### src/rtl/mult_arb_pkg.sv
// Shared types and constants for the multiplier-sharing arbiter.
// Error statistics are enabled by MULT_ARB_ERRSTAT_EN.
package mult_arb_pkg;

  localparam int OP_W   = 4;
  localparam int PROD_W = 8;
  localparam int CNT_W  = 16;
  localparam logic [CNT_W-1:0] CNT_SAT = 16'hFFFF;

  typedef enum logic [1:0] {
    ST_IDLE = 2'd0,
    ST_MUL  = 2'd1,
    ST_RSP  = 2'd2
  } state_e;

  typedef struct packed {
    logic [OP_W-1:0] a;
    logic [OP_W-1:0] b;
  } op_t;

  function automatic logic [PROD_W-1:0] abs_diff(
    input logic [PROD_W-1:0] x,
    input logic [PROD_W-1:0] y
  );
    return (x >= y) ? (x - y) : (y - x);
  endfunction

  function automatic logic [CNT_W-1:0] sat_add(
    input logic [CNT_W-1:0] x,
    input logic [CNT_W-1:0] y
  );
    logic [CNT_W:0] s;
    s = {1'b0, x} + {1'b0, y};
    return s[CNT_W] ? CNT_SAT : s[CNT_W-1:0];
  endfunction

endpackage

### src/rtl/mult_4x4_app.sv
// Approximate 4x4 multiplier built from four 2x2 blocks.
// Each 2x2 block returns 7 instead of 9 for 3*3.
module mult_4x4_app (
  input  logic [3:0] a,
  input  logic [3:0] b,
  output logic [7:0] p
);

  function automatic logic [3:0] m2(
    input logic [1:0] x,
    input logic [1:0] y
  );
    return {1'b0,
            x[1] & y[1],
            (x[1] & y[0]) | (x[0] & y[1]),
            x[0] & y[0]};
  endfunction

  logic [3:0] ll, hl, lh, hh;

  always_comb begin
    ll = m2(a[1:0], b[1:0]);
    hl = m2(a[3:2], b[1:0]);
    lh = m2(a[1:0], b[3:2]);
    hh = m2(a[3:2], b[3:2]);
    p  = 8'(ll)
       + (8'(hl) << 2)
       + (8'(lh) << 2)
       + (8'(hh) << 4);
  end

endmodule

### src/rtl/rr_arbiter.sv
// Combinational round-robin arbiter: first request at or
// after ptr, searching upward with wrap-around.
module rr_arbiter #(
  parameter int N    = 4,
  parameter int ID_W = $clog2(N)
) (
  input  logic [N-1:0]    req,
  input  logic [ID_W-1:0] ptr,
  output logic [N-1:0]    gnt,
  output logic [ID_W-1:0] gnt_id,
  output logic            any
);

  int              idx;
  logic [ID_W-1:0] idx_c;

  always_comb begin
    gnt    = '0;
    gnt_id = '0;
    any    = 1'b0;
    idx    = 0;
    idx_c  = '0;
    for (int k = 0; k < N; k++) begin
      idx = int'(ptr) + k;
      if (idx >= N) idx = idx - N;
      idx_c = ID_W'(idx);
      if (!any && req[idx_c]) begin
        any        = 1'b1;
        gnt[idx_c] = 1'b1;
        gnt_id     = idx_c;
      end
    end
  end

endmodule

### src/rtl/mult_share_arbiter.sv
// Shares one approximate 4x4 multiplier among N_REQ requesters.
// Define MULT_ARB_ERRSTAT_EN to enable err_acc/op_cnt statistics.
module mult_share_arbiter
  import mult_arb_pkg::*;
#(
  parameter int N_REQ = 4,
  parameter int ID_W  = $clog2(N_REQ)
) (
  input  logic                   clk,
  input  logic                   rst_n,
  input  logic [N_REQ-1:0]       req_valid,
  input  logic [OP_W*N_REQ-1:0]  req_a,
  input  logic [OP_W*N_REQ-1:0]  req_b,
  output logic [N_REQ-1:0]       req_ready,
  output logic                   rsp_valid,
  input  logic                   rsp_ready,
  output logic [ID_W-1:0]        rsp_id,
  output logic [PROD_W-1:0]      rsp_m,
  output logic                   busy,
  output logic [CNT_W-1:0]       err_acc,
  output logic [CNT_W-1:0]       op_cnt
);

  state_e            state_q, state_d;
  logic [ID_W-1:0]   ptr_q, ptr_d;
  logic [ID_W-1:0]   id_q, id_d;
  op_t               op_q, op_d;
  logic [PROD_W-1:0] m_q, m_d;

  logic [N_REQ-1:0]  gnt;
  logic [ID_W-1:0]   gnt_id;
  logic              gnt_any;
  op_t               op_sel;
  logic [PROD_W-1:0] app_p;
  logic              hs;

  rr_arbiter #(
    .N    (N_REQ),
    .ID_W (ID_W)
  ) u_arb (
    .req    (req_valid),
    .ptr    (ptr_q),
    .gnt    (gnt),
    .gnt_id (gnt_id),
    .any    (gnt_any)
  );

  always_comb begin
    op_sel = '0;
    for (int i = 0; i < N_REQ; i++) begin
      if (gnt[i]) begin
        op_sel.a = op_sel.a | req_a[OP_W*i +: OP_W];
        op_sel.b = op_sel.b | req_b[OP_W*i +: OP_W];
      end
    end
  end

  mult_4x4_app u_mult (
    .a (op_q.a),
    .b (op_q.b),
    .p (app_p)
  );

  assign hs = (state_q == ST_RSP) && rsp_ready;

  always_comb begin
    state_d = state_q;
    ptr_d   = ptr_q;
    id_d    = id_q;
    op_d    = op_q;
    m_d     = m_q;
    unique case (state_q)
      ST_IDLE: begin
        if (gnt_any) begin
          state_d = ST_MUL;
          op_d    = op_sel;
          id_d    = gnt_id;
          ptr_d   = (gnt_id == ID_W'(N_REQ - 1))
                  ? '0 : gnt_id + ID_W'(1);
        end
      end
      ST_MUL: begin
        m_d     = app_p;
        state_d = ST_RSP;
      end
      ST_RSP: begin
        if (rsp_ready) state_d = ST_IDLE;
      end
      default: state_d = ST_IDLE;
    endcase
  end

  always_ff @(posedge clk or negedge rst_n) begin
    if (!rst_n) begin
      state_q <= ST_IDLE;
      ptr_q   <= '0;
      id_q    <= '0;
      op_q    <= '0;
      m_q     <= '0;
    end else begin
      state_q <= state_d;
      ptr_q   <= ptr_d;
      id_q    <= id_d;
      op_q    <= op_d;
      m_q     <= m_d;
    end
  end

  // Grants only leave the block while idle: one op in flight.
  assign req_ready = (state_q == ST_IDLE) ? gnt : '0;
  assign rsp_valid = (state_q == ST_RSP);
  assign rsp_id    = id_q;
  assign rsp_m     = m_q;
  assign busy      = (state_q != ST_IDLE);

`ifdef MULT_ARB_ERRSTAT_EN
  logic [PROD_W-1:0] ex_q, ex_d;
  logic [CNT_W-1:0]  err_q, err_d;
  logic [CNT_W-1:0]  cnt_q, cnt_d;

  always_comb begin
    ex_d  = ex_q;
    err_d = err_q;
    cnt_d = cnt_q;
    if (state_q == ST_MUL) begin
      ex_d = PROD_W'(op_q.a) * PROD_W'(op_q.b);
    end
    if (hs) begin
      err_d = sat_add(err_q, CNT_W'(abs_diff(ex_q, m_q)));
      cnt_d = sat_add(cnt_q, CNT_W'(1));
    end
  end

  always_ff @(posedge clk or negedge rst_n) begin
    if (!rst_n) begin
      ex_q  <= '0;
      err_q <= '0;
      cnt_q <= '0;
    end else begin
      ex_q  <= ex_d;
      err_q <= err_d;
      cnt_q <= cnt_d;
    end
  end

  assign err_acc = err_q;
  assign op_cnt  = cnt_q;
`else
  logic unused_hs;
  assign unused_hs = hs;
  assign err_acc   = '0;
  assign op_cnt    = '0;
`endif

endmodule

### config.mk
export PLATFORM = sky130hd
export DESIGN_NAME = mult_share_arbiter
export DESIGN_NICKNAME = d
export VERILOG_FILES = /design/src/rtl/mult_arb_pkg.sv /design/src/rtl/mult_4x4_app.sv /design/src/rtl/rr_arbiter.sv /design/src/rtl/mult_share_arbiter.sv
export SDC_FILE = /design/constraint.sdc
export NUM_CORES = 1
export LEC_CHECK = 0
export ABC_AREA = 1
export ABC_CLOCK_PERIOD_IN_PS = 4200
export CAP_MARGIN = 15
export CORE_UTILIZATION = 47
export CTS_CLUSTER_SIZE = 40
export DETAILED_ROUTE_END_ITERATION = 6
export PLACE_DENSITY = 0.95
export SLEW_MARGIN = 25
export SYNTH_ARGS = -nofsm -noshare
export SYNTH_HDL_FRONTEND = slang
export SYNTH_SLANG_ARGS = --single-unit
export TNS_END_PERCENT = 100
### constraint.sdc
create_clock -name clk -period 4.2 [get_ports clk]
set_clock_uncertainty 0.2 [all_clocks]
set_input_delay 0.42 -clock clk [delete_from_list [all_inputs] [get_ports clk]]
set_output_delay 0.42 -clock clk [all_outputs]
set_load 0.02 [all_outputs]
==> summary.md <==
| Metric | Value |
|---|---|
| Outcome | `finished clean` |
| Total power after layout | `2.365 mW` |
| Die area | `between 4000 and 5000 um2` |
| TritonCTS Sinks | `22` |
| Dpl hpwl | `3560 um` |
| Commonest non-fill, non-tap cells in the layout | `97 x nand2_1, 53 x clkdlybuf4s50_1, 32 x nor2_1, 32 x conb_1, 27 x inv_1` |
| Chip Width | `roughly 69 um` |
| Smallest hold slack | `282.0 ps` |
| Clk slew on worst S/H paths | `80 ps` |
| Area of the multi-input gates | `1311 um2` |
| Synth async-reset ratio | `1.000` |
| CP arrival | `2930 ps` |
| Setup bufs post-CTS | `0` |
| Setup Viol. Count Final | `0` |
| CP Max Fanout | `11` |
| Top FF cell, synth | `dfrtp_1` |
| Worst EP required | `3580 ps` |
| Inserted Diodes | `0` |
| Num CTS Buffers | `3` |
| Seq pwr share | `0.190` |
| Synth Instances | `about 300` |
| Crit start category | `register` |
| FF-to-FF path depth | `12` |
| Mapped Avg Cell Area | `7.032 um2` |
| Number of synthesized flops with an enable pin | `0` |
| Initial drt markers | `78` |
| Largest net degree at the start of global routing | `23` |
| PD cells | `889.8 nW/um2` |
| Slew headroom | `0.5765` |
| Gate power share | `0.726` |
| Final-report max-slew violation count | `0` |
| Total core area | `4354 um2` |
| Switch share | `0.5291` |
| DR vias/cell | `around 4.8` |
| 1st-pass router iterations | `4` |
| Port bufs | `54` |
| Met2 Resource Use GR | `0.3463` |
| Leak Pwr | `1.432 nW` |
| Register bit total from synthesis | `22` |
| First-pass GRT wire length | `7783 um` |
| Clock power frac | `0.084` |
| CTS root buf | `clkbuf_8` |
| R2r startpoint | `op_q[1]$_DFFE_PN0P_` |
| H-Tree Depth | `1` |
| DRC viols | `0` |
| Slowest-stage cell, CP | `dfrtp_1` |
| Sequential share of the synthesized area | `0.2584` |
| Least-Margin Pin Slew | `632.9 ps` |
| Grt ovf | `0` |
| Final min period | `3551 ps` |
| CTS Buffer Depth | `2` |
| Area growth syn-to-layout | `24.72%` |
| Commonest non-fill, non-tap cell in the layout | `nand2_1` |
| Mapped cell area | `2131 um2` |
| Mean routed wirelength per cell | `about 11 um` |
| Net Sw Power | `1.251 mW` |
| Placer's final routability congestion estimate | `0.8968` |
| Internal | `approximately 1.1 mW` |
| Worst skew pair latency | `260 ps` |
| F_max | `281.6 MHz` |
| R2R Setup Slk | `1300 ps` |
| Drt total wl | `4430 um` |
| Max incr delay on CP | `670 ps` |
| M1 GR Usage | `0.2493` |
| Setup TNS Final | `0 ps` |
| Vias in the first global route | `1803` |
| Placed cells | `404` |
| Critical path endpoint | `req_ready[2]` |
| Proportion of layout cells with a drive suffix above 1 | `0.06443` |
| Hold Fails Final Rpt | `0` |
| Final worst path period share | `0.8456` |
| Die height | `approximately 69 um` |
| Kind of critical path | `register to primary output` |
| Initial antenna violation count | `0` |
| CTS tree | `done` |
| Max-capacitance violation count | `0` |
| GRT Util Overall | `0.1923` |
| Final nets | `416` |
| RSZ-0062 raised after global routing | `no` |
| Synth warn | `0` |
| Num ports | `87` |
| Maximum VDD drop | `382.8 uV` |
| Fillcell total | `~400` |
| Vias | `slightly below 2000` |
| GR Util met3 | `0.03343` |
| Initial Utilization | `0.4894` |
| Global route hottest layer | `met2` |
| Reg2reg end | `rsp_m[7]$_DFFE_PN0N_` |
| Worst hold path type | `register to register` |
| Crit. End Element | `primary output` |
| Register area | `between 500 and 600 um2` |
| Antenna viol nets, final | `0` |
| Critical path cell sequence | `inv_6 > ha_1 > inv_1 > nand3_1 > nand2_1 > nor2_4 > a21oi_1 > nand3_2 > nand2_1 > inv_1 > clkdlybuf4s50_1` |
| Non-Filler Instances | `slightly above 400` |
| # rows | `24` |
| Synth cell types | `32` |
[power by group through the flow]
stage | Clock (mW) | Combinational, mW | Sequential, mW
2_1_floorplan | 0 | 1.28 | 0.470
3_3_place_gp | 0 | 1.66 | 0.441
3_5_place_dp | 0 | 1.72 | 0.448
4_1_cts | 0.201 | 1.73 | 0.446
5_1_grt | 0.209 | 1.98 | 0.465
6_report | 0.199 | 1.72 | 0.448
[state kept, by name, indices dropped and copies added (netlist names), named ones only]
| name | flops |
|---|---|
| state_q | 2 |
| rsp_m | 8 |
| ptr_q | 1 |
| op_q | 8 |
| rsp_id | 2 |
[critical path: cells and delay by family, from the launching register on]
kind | cells | cell delay, ps
AO/OA/AOI/OAI | 1 | 110
adder cells (fa/ha/maj) | 1 | 370
buffers and inverters | 4 | 880
flip-flops | 1 | 670
AND/OR/NAND/NOR | 5 | 630
[timing repair]
action	in CTS	in global routing
resized for setup	0	0
hold buffers	0	1
endpoints found under the hold margin	0	22
[how the worst min path moves through the flow]
| stage | start | to | slack [ps] | cells after the start |
|---|---|---|---|---|
| floorplan | rst_n | async pin | -80 | 0 |
| finish | rsp_m[2]$_DFFE_PN0N_ | rsp_m[2]$_DFFE_PN0N_ | 280 | 2 |
| global placement | rsp_m[2]$_DFFE_PN0N_ | rsp_m[2]$_DFFE_PN0N_ | 260 | 2 |
| detailed placement | rsp_m[2]$_DFFE_PN0N_ | rsp_m[2]$_DFFE_PN0N_ | 260 | 2 |
| global route | rsp_id[0]$_DFFE_PN0P_ | rsp_id[0]$_DFFE_PN0P_ | 330 | 1 |
| CTS | rsp_m[2]$_DFFE_PN0N_ | rsp_m[2]$_DFFE_PN0N_ | 290 | 2 |
[through the flow]
step | setup slack [ps] | instance area [um2] | utilization
after floorplan | 1516 | 2247 | -
after global routing | 457.5 | 2658 | 0.6103
final | 648.5 | 2658 | 0.6103
after CTS | 655.5 | 2653 | 0.6092
after global placement | 1016 | 2581 | 0.5928
after detailed placement | 922.6 | 2581 | 0.5928
[metal layers]
metal,vias up,wire [um]
met5,-,0
met4,0,20
met3,2,275
met2,80,2125
met1,874,2008
li1,1001,-
[layout make-up]
cell class	count	area share
clock buffers	3	0.01554
inverters	29	0.04284
well taps	52	0.02448
flip-flops and latches	22	0.2072
multi-input cells	247	0.4934
clock inverters	1	0.01130
repair buffers	55	0.2053
[logic make-up after synthesis]
logic type / count (synthesis) / synth area share
flip-flops: 22 / 0.2584
other: 1 / 0.001760
AO/OA/AOI/OAI: 26 / 0.07223
buffers and inverters: 65 / 0.1809
adder cells (fa/ha/maj): 19 / 0.1186
AND/OR/NAND/NOR: 167 / 0.3558
XOR/XNOR: 3 / 0.01233
[cell usage after synthesis (2+ instances only)]
cell type | n | area [um2]
nor2_1 | 32 | 120.1
nand3_1 | 18 | 90.09
buf_6 | 2 | 22.52
o21ai_0 | 5 | 25.02
nand2_2 | 5 | 31.28
fa_1 | 2 | 40.04
ha_1 | 17 | 212.7
inv_1 | 27 | 101.4
nand2_4 | 2 | 22.52
a21boi_0 | 4 | 30.03
buf_4 | 32 | 240.2
dfrtp_1 | 22 | 550.5
a21oi_1 | 11 | 55.05
nand2_1 | 97 | 364.1
nand3_2 | 5 | 50.05
nand4_1 | 5 | 31.28
xor2_1 | 2 | 17.52
Note: power is estimated with default switching activity, not from simulation.
